--- src/rtl/pipe_ctrl_pkg.sv ---
// Shared types and constants for the pipeline sequencing controller.
package pipe_ctrl_pkg;

    localparam int REG_IDX_W           = 5;
    localparam int MEM_TIMEOUT_DEFAULT = 255;

    typedef enum logic [1:0] {
        RUN      = 2'd0,
        MEM_WAIT = 2'd1,
        ERROR    = 2'd2
    } pipe_state_t;

endpackage

--- src/rtl/pipeline_ctrl_hazard_detect.sv ---
// Combinational load-use hazard compare between the EX load and the ID instruction.
module hazard_detect
    import pipe_ctrl_pkg::*;
(
    input  logic [REG_IDX_W-1:0] id_rs1,
    input  logic [REG_IDX_W-1:0] id_rs2,
    input  logic                 id_uses_rs2,
    input  logic                 ex_memread,
    input  logic [REG_IDX_W-1:0] ex_rd,
    output logic                 load_use
);

    // x0 is hardwired to zero, so a load targeting it never creates a dependency
    assign load_use = ex_memread && (ex_rd != '0) &&
                      ((ex_rd == id_rs1) || (id_uses_rs2 && (ex_rd == id_rs2)));

endmodule

--- src/rtl/pipeline_ctrl.sv ---
// Pipeline sequencing controller: load-use bubble, branch squash, memory freeze and timeout.
// Optional performance counters are enabled by defining PIPE_PERF_CNT_EN.
module pipeline_ctrl
    import pipe_ctrl_pkg::*;
#(
    parameter int MEM_TIMEOUT = MEM_TIMEOUT_DEFAULT,
    parameter int WAIT_W      = 8
) (
    input  logic                 clk,
    input  logic                 rst,
    input  logic [REG_IDX_W-1:0] id_rs1,
    input  logic [REG_IDX_W-1:0] id_rs2,
    input  logic                 id_uses_rs2,
    input  logic                 ex_memread,
    input  logic [REG_IDX_W-1:0] ex_rd,
    input  logic                 ex_branch_taken,
    input  logic                 mem_req,
    input  logic                 dmem_ready,
    output logic                 pc_we,
    output logic                 ifid_we,
    output logic                 idex_we,
    output logic                 exmem_we,
    output logic                 ifid_flush,
    output logic                 idex_flush,
    output logic                 memwb_bubble,
`ifdef PIPE_PERF_CNT_EN
    output logic [31:0]          stall_cycles,
    output logic [31:0]          flush_events,
`endif
    output logic                 mem_err
);

    pipe_state_t       state, state_next;
    logic [WAIT_W-1:0] wait_cnt, wait_next;
    logic              load_use;
    logic              normal, freeze;

    hazard_detect u_hazard_detect (
        .id_rs1      (id_rs1),
        .id_rs2      (id_rs2),
        .id_uses_rs2 (id_uses_rs2),
        .ex_memread  (ex_memread),
        .ex_rd       (ex_rd),
        .load_use    (load_use)
    );

    always_ff @(posedge clk or posedge rst) begin
        if (rst) begin
            state    <= RUN;
            wait_cnt <= '0;
        end else begin
            state    <= state_next;
            wait_cnt <= wait_next;
        end
    end

    always_comb begin
        state_next   = state;
        wait_next    = wait_cnt;
        normal       = 1'b0;
        freeze       = 1'b0;
        pc_we        = 1'b0;
        ifid_we      = 1'b0;
        idex_we      = 1'b0;
        exmem_we     = 1'b0;
        ifid_flush   = 1'b0;
        idex_flush   = 1'b0;
        memwb_bubble = 1'b0;
        mem_err      = 1'b0;

        case (state)
            RUN: begin
                if (mem_req && !dmem_ready) begin
                    freeze     = 1'b1;
                    wait_next  = WAIT_W'(1);
                    state_next = MEM_WAIT;
                end else begin
                    normal = 1'b1;
                end
            end
            MEM_WAIT: begin
                if (dmem_ready) begin
                    normal     = 1'b1;
                    wait_next  = '0;
                    state_next = RUN;
                end else begin
                    freeze = 1'b1;
                    if (wait_cnt == WAIT_W'(MEM_TIMEOUT))
                        state_next = ERROR;
                    else
                        wait_next = wait_cnt + WAIT_W'(1);
                end
            end
            ERROR: begin
                memwb_bubble = 1'b1;
                mem_err      = 1'b1;
            end
            default: state_next = RUN;
        endcase

        // A taken branch squashes the stalled instruction, so it outranks load-use
        if (normal) begin
            pc_we    = 1'b1;
            ifid_we  = 1'b1;
            idex_we  = 1'b1;
            exmem_we = 1'b1;
            if (ex_branch_taken) begin
                ifid_flush = 1'b1;
                idex_flush = 1'b1;
            end else if (load_use) begin
                pc_we      = 1'b0;
                ifid_we    = 1'b0;
                idex_flush = 1'b1;
            end
        end
        if (freeze)
            memwb_bubble = 1'b1;

        if (rst) begin
            pc_we        = 1'b0;
            ifid_we      = 1'b0;
            idex_we      = 1'b0;
            exmem_we     = 1'b0;
            ifid_flush   = 1'b0;
            idex_flush   = 1'b0;
            memwb_bubble = 1'b0;
            mem_err      = 1'b0;
        end
    end

`ifdef PIPE_PERF_CNT_EN
    always_ff @(posedge clk or posedge rst) begin
        if (rst) begin
            stall_cycles <= '0;
            flush_events <= '0;
        end else begin
            if (!pc_we && state != ERROR)
                stall_cycles <= stall_cycles + 32'd1;
            if (ifid_flush)
                flush_events <= flush_events + 32'd1;
        end
    end
`endif

endmodule

--- config.mk ---
export PLATFORM = sky130hd
export DESIGN_NAME = pipeline_ctrl
export DESIGN_NICKNAME = d
export VERILOG_FILES = /design/src/rtl/pipe_ctrl_pkg.sv /design/src/rtl/pipeline_ctrl_hazard_detect.sv /design/src/rtl/pipeline_ctrl.sv
export SDC_FILE = /design/constraint.sdc
export NUM_CORES = 1
export LEC_CHECK = 0
export CELL_PAD_IN_SITES_DETAIL_PLACEMENT = 1
export CELL_PAD_IN_SITES_GLOBAL_PLACEMENT = 1
export CORE_UTILIZATION = 30
export DETAILED_ROUTE_END_ITERATION = 10
export PLACE_DENSITY_LB_ADDON = 0.3
export SLEW_MARGIN = 40
export SYNTH_ARGS = -nofsm -noshare
export SYNTH_HDL_FRONTEND = slang
export SYNTH_SLANG_ARGS = --single-unit
--- constraint.sdc ---
create_clock -name clk -period 2.3 [get_ports clk]
set_clock_uncertainty 0.2 [all_clocks]
set_input_delay 0.23 -clock clk [delete_from_list [all_inputs] [get_ports clk]]
set_output_delay 0.23 -clock clk [all_outputs]
set_load 0.02 [all_outputs]
==> run metrics, run 1 <==
commonest cells after routing, fill and taps aside clkdlybuf4s50_1, buf_4, dfrtp_1; Area Overhead vs Synth 51.90%; Final Max Tran Viols 0; share of the synthesized area in the top cell type 31.65%; CTS max path bufs 2; DIE HEIGHT 53.34 um; worst-path cell chain buf_4 -> inv_1 -> nand2_1 -> nor2_1 -> clkdlybuf4s50_1; slowest stage cell, crit path clkdlybuf4s50_1; 1st-pass router iterations 2; most common cell after layout, fill and taps aside clkdlybuf4s50_1; post-DP HPWL 1.897 mm; Final #Nets 153; DRT iter0 DRCs 7; RSZ-0062 raised after global routing no; Net Count, Synth 111; Final WS setup 82.13 ps; H-tree depth 1; final hold violation count 0; synth top area cells dfrtp_1, xor2_1, o31ai_1, nand2_1, a21oi_2; Synth Cell Area 790.8 um2; stages on the worst setup path 5; Max Cap Viol 0; Tot Pwr 0.5062 mW; Initial Utilization 31.92%; fin crit share 96.43%; CTS Buf Count 3; Rows 18; Peak Freq 450.9 MHz; maximum vdd drop 303.5 uV; hold_buf cts 0; GRT Resource Usage Total 19.18%; area of the multi-input gates 499.2 um2; Wirelength per Cell 14.87 um; critical path fanouts, max 9; Worst setup SP type register; setup TNS 0 ps; Port Buf Inserts 29; worst hold slack 91.13 ps; antenna cells 0; type of destination of the critical path primary output; clock root buffer clkbuf_4; Pwr per Cell Area 421.4 mW/mm2; Synth Register Bits 10; sequential area share after synthesis 31.65%; Register Area 250.2 um2; CTS tree built; P_leak 0.5184 nW; Reg clk slew, reported paths 80 ps; CP peak stage delay 640 ps; DRC 0; final core utilization 48.48%; Ys Warns 0; Routed Antenna Nets 0; fraction of layout cells with a size suffix above 1 23.26%; core area 0.002477 mm2; total gr overflow 0; initial antenna violation count 0; final number of setup-violating endpoints 0; Bufs and invs on worst path 3; vias in the first global route 850; I/O pins 30; final WL 2.364 mm; Worst EP required 1870 ps; Hold Crit Class in2async; post-CTS setup buffers 0; largest net degree at the start of global routing 11; die width 53.34 um; GPL Wtd Cong 0.7187; Synth cell types 36; Mapped Cells 88; Worst-Skew Late Latency 270 ps; worst r2r path cells 5; vias per inst 5.409; status finished, final reports clean; Die Area 0.002845 mm2; Worst Path Arrival 1790 ps; clk sink count 10; syn_area_per_cell 8.986 um2; Final Critical Period 2218 ps; first-pass GRT wire length 3.960 mm; worst setup path category reg2out; Vias 860; worst rel slew slack 72.67%; Worst Tran Pin Value 409.6 ps; family with the most delay on the worst path buffers and inverters; dominant cell type by area after synthesis dfrtp_1; Fillers 313; pre-CTS WS -413.9 ps
-- registers in the layout, indices dropped and copies added (netlist names) --
signal,cells
wait_cnt,8
state,2
-- per-layer routing --
| layer | GRT usage, % | vias to the layer above | part of all wire [%] |
|---|---|---|---|
| met5 | 0 | - | 0 |
| met4 | 2.632 | 0 | 0 |
| met3 | 5.460 | 0 | 5.6 |
| met2 | 33.96 | 23 | 50 |
| met1 | 23.04 | 420 | 44 |
| li1 | - | 417 | - |
-- area by class of cell --
cell class / instances / area share [%]
Multi-Input combinational cell: 70 / 41.56
Tap cell: 30 / 3.125
Timing Repair Buffer: 40 / 29.90
Clock buffer: 4 / 3.021
Inverter: 5 / 1.563
Sequential cell: 10 / 20.83
-- cells in the mapped netlist --
cell,number
o2111ai_2,1
nor2_1,4
a32oi_1,1
nor4_1,1
o31ai_1,5
or3b_1,1
nand3_1,4
o21ai_0,4
o21ai_1,1
a21o_1,1
ha_1,1
inv_1,4
o211ai_1,1
o41ai_1,1
o211a_1,1
nand2_1,7
o31a_1,2
or4_1,2
or2_2,1
o311ai_1,2
nand4_1,2
o21ai_2,1
nor3_1,1
inv_2,1
xnor2_1,1
a21oi_2,3
a21oi_1,5
o211ai_2,1
buf_4,3
nor2_2,1
or3_1,1
xor2_1,9
dfrtp_1,10
nor2b_4,1
or4_4,2
nand3b_1,1
-- logic make-up (layout without fill, tap and decap cells) --
logic type,after synthesis,after routing,synth area share [%]
AO/OA/AOI/OAI,30,30,28.80
AND/OR/NAND/NOR,29,29,21.68
XOR/XNOR,10,10,11.08
flip-flops,10,10,31.65
buffers and inverters,8,49,5.220
adder cells (fa/ha/maj),1,1,1.582
-- tightest hold or removal path, stage by stage --
cell and delay, ps:
clkdlybuf4s50_1 420, inv_1 80, buf_4 190
-- worst paths after layout --
kind                                              start                      end  slack, ps
worst min-delay path                                rst  wait_cnt[7]$_DFFE_PP0P_         90
worst max-delay path               state[0]$_DFFE_PP0P_                  mem_err         80
max in group asynchronous                           rst     state[1]$_DFFE_PP0P_       1660
min in group clk                wait_cnt[6]$_DFFE_PP0P_  wait_cnt[6]$_DFFE_PP0P_        320
worst max register to register  wait_cnt[0]$_DFFE_PP0P_  wait_cnt[7]$_DFFE_PP0P_        290
worst min register to register  wait_cnt[6]$_DFFE_PP0P_  wait_cnt[6]$_DFFE_PP0P_        320
-- repair_timing --
item	CTS	global route
gates resized for setup	16	2
setup endpoints to repair	5	3
pin swaps	2	3
gates cloned	0	0
-- per-stage QoR --
step,area (um2),cells
after floorplan,790.8,88
after global placement,1179,155
after detailed placement,1179,155
after CTS,1196,159
after global routing,1201,159
final,1201,159
-- power by group --
group | leakage [nW] | switching, mW | total (mW) | internal [mW]
combinational | 0.362 | 0.0690 | 0.147 | 0.0783
sequential | 0.136 | 0.00872 | 0.191 | 0.182
clock | 0.0210 | 0.0715 | 0.168 | 0.0962
Power figures use the tool's default switching activity.
==> run 2: changes to the inputs <==
--- a/config.mk
+++ b/config.mk
@@ -5,6 +5,7 @@
 export SDC_FILE = /design/constraint.sdc
 export NUM_CORES = 1
 export LEC_CHECK = 0
+export CAP_MARGIN = 15
 export CELL_PAD_IN_SITES_DETAIL_PLACEMENT = 1
 export CELL_PAD_IN_SITES_GLOBAL_PLACEMENT = 1
 export CORE_UTILIZATION = 30
==> constraint.sdc (replaced) <==
create_clock -name clk -period 2.3 [get_ports clk]
set_clock_uncertainty 0.2 [all_clocks]
set_input_delay 0.23 -clock clk [delete_from_list [all_inputs] [get_ports clk]]
set_output_delay 0.23 -clock clk [all_outputs]
set_load 0.01 [all_outputs]
==> run 2 against run 1 <==
  * First-iteration DRC count down 29%
  * Power down 8.7%
  * Via count up 0.93%
  * Hold slack better by 46 ps
  * Fmax up 1.4%
  * Sequential share of layout area up 0.19 points
  * Sequential power about the same
  * Combinational power down 3%
  * Non-clock buffer count unchanged
  * Largest power group unchanged
  * Highest routed layer is now met4
==> run metrics, run 2 (synthesized netlist as in run 1, its figures left out) <==
first-pass GRT wire length 3.760 mm (-5.1%); Largest register FFs 8 (unchanged); Reg clk slew, reported paths 70 ps (about the same); worst rel slew slack 71.20% (-1.5 points); H-tree depth 1 (unchanged); Pwr per Cell Area 386.6 mW/mm2 (-8.3%); Vias 868 (+0.93%); Die Area 0.002845 mm2 (unchanged); commonest cells after routing, fill and taps aside clkdlybuf4s50_1, buf_4, xor2_1, dfrtp_1, nand2_1; Worst setup SP type register; initial antenna violation count 0 (unchanged); status finished, final reports clean; Largest Register wait_cnt; final number of setup-violating endpoints 0 (unchanged); type of destination of the critical path primary output; Worst Path Arrival 1760 ps (-30 ps); Wirelength per Cell 15.02 um (+1.0%); maximum vdd drop 225.8 uV (-26%); worst setup path category reg2out; Worst Tran Pin Value 431.5 ps (+21.95 ps); Rows 18 (unchanged); CTS Buf Count 3 (unchanged); Peak Freq 457.0 MHz (+1.4%); Max Cap Viol 0 (unchanged); most common cell after layout, fill and taps aside clkdlybuf4s50_1; vias in the first global route 817 (-3.9%); Final Critical Period 2188 ps (-29.60 ps); GRT Resource Usage Total 18.58% (-0.60 points); largest net degree at the start of global routing 11 (unchanged); final WL 2.373 mm (+0.38%); CTS tree built; DRT iter0 DRCs 5 (-2); 1st-pass router iterations 4 (+2); Worst EP required 1870 ps (about the same); Initial Utilization 31.92% (unchanged); Port Buf Inserts 29 (unchanged); clock root buffer clkbuf_4; vias per inst 5.494 (+1.6%); worst reg2reg path endpoint wait_cnt[7]$_DFFE_PP0P_; clk sink count 10 (unchanged); GPL Wtd Cong 0.7512 (+4.5%); R2R Setup Slk 290 ps (about the same); setup TNS 0 ps (unchanged); Routed Antenna Nets 0 (unchanged); Area Overhead vs Synth 51.27%; final core utilization 48.28% (-0.20 points); fraction of layout cells with a size suffix above 1 25.00% (+1.7 points); worst r2r path cells 5 (unchanged); reg-to-reg startpoint wait_cnt[0]$_DFFE_PP0P_; DIE HEIGHT 53.34 um (unchanged); antenna cells 0 (unchanged); core area 0.002477 mm2 (unchanged); P_leak 0.5057 nW (-2.4%); fin crit share 95.14% (-1.3 points); Hold Crit Class in2async; CTS max path bufs 2 (unchanged); die width 53.34 um (unchanged); Final Max Tran Viols 0 (unchanged); Final #Nets 153 (unchanged); total gr overflow 0 (unchanged); top flop regs wait_cnt x8, state x2; I/O pins 30 (unchanged); post-DP HPWL 1.906 mm (+0.44%); DRC 0 (unchanged); RSZ-0062 raised after global routing no; critical path fanouts, max 5 (-4); Worst-Skew Late Latency 270 ps (about the same); final hold violation count 0 (unchanged)
[run 2: changes by cell type in the layout (fill, tap and decap cells not counted), sizes merged]
cell / before / now
clkbuf: 4 / 5
buf: 14 / 12
[run 2: layout make-up]
class                   instances  area [um2]
inverters                       5       18.77
flip-flops and latches         10       251.5
repair buffers                 40       359.1
well taps                      30       37.54
clock buffers                   3       22.52
multi-input cells              70       506.7
fillers                       302        1281
[run 2: worst max-delay path, stage by stage (launching register included)]
cell	delay, ps
dfrtp_2	440
nor2_2	160
o21ai_0	150
a21oi_1	180
clkdlybuf4s50_1	560
[run 2: per-stage QoR]
step	power, mW	worst slack [ps]	std cells	area, um2	hold WS [ps]
2_1_floorplan	0.2557	468.2	88	790.8	-121.7
3_3_place_gp	0.3343	-242.5	153	1164	313.5
3_5_place_dp	0.3413	-301.7	153	1164	312.6
4_1_cts	0.4670	0.2458	157	1187	144.2
5_1_grt	0.4893	13.17	158	1196	174.0
6_report	0.4624	111.7	158	1196	136.9
[run 2: how the worst max path moves through the flow]
stage                                        from                 endpoint  slack (ps)  cells past startpoint
final                        state[1]$_DFFE_PP0P_             memwb_bubble         110                      4
after global routing         state[1]$_DFFE_PP0P_               ifid_flush          10                      6
after CTS                    state[1]$_DFFE_PP0P_             memwb_bubble         0.2                      4
after detailed placement                 ex_rd[3]               idex_flush        -300                      6
after global placement                   ex_rd[1]               idex_flush        -240                      7
after floorplan           wait_cnt[0]$_DFFE_PP0P_  wait_cnt[7]$_DFFE_PP0P_         470                      5
[run 2: repair_timing]
action | in CTS | in global routing
gates resized for setup | 10 | 8
endpoints found under the setup margin | 3 | 5
setup buffers | 1 | 1
pin swaps | 3 | 3
hold buffers | 0 | 0
[run 2: routing by layer]
layer  GRT usage, %  up-vias  wire (um)
met5              0        -          0
met4          10.53        0         49
met3          2.874        5         83
met2          29.58       22       1162
met1          23.34      426       1078
li1               -      415          -
[run 2: where the power goes]
part / leakage (nW) / total, mW / internal [mW] / switching [mW]
combinational: 0.358 / 0.143 / 0.0779 / 0.0650
clock: 0.0138 / 0.128 / 0.0607 / 0.0672
sequential: 0.134 / 0.192 / 0.182 / 0.00910
total: 0.506 / 0.462 / 0.321 / 0.141
==> run 3: changes to the inputs <==
--- a/config.mk
+++ b/config.mk
@@ -10,6 +10,7 @@
 export CELL_PAD_IN_SITES_GLOBAL_PLACEMENT = 1
 export CORE_UTILIZATION = 30
 export DETAILED_ROUTE_END_ITERATION = 10
+export GPL_TIMING_DRIVEN = 1
 export PLACE_DENSITY_LB_ADDON = 0.3
 export SLEW_MARGIN = 40
 export SYNTH_ARGS = -nofsm -noshare
==> results of run 3 <==
Final layout, timing and power as in run 2 (identical DEF).
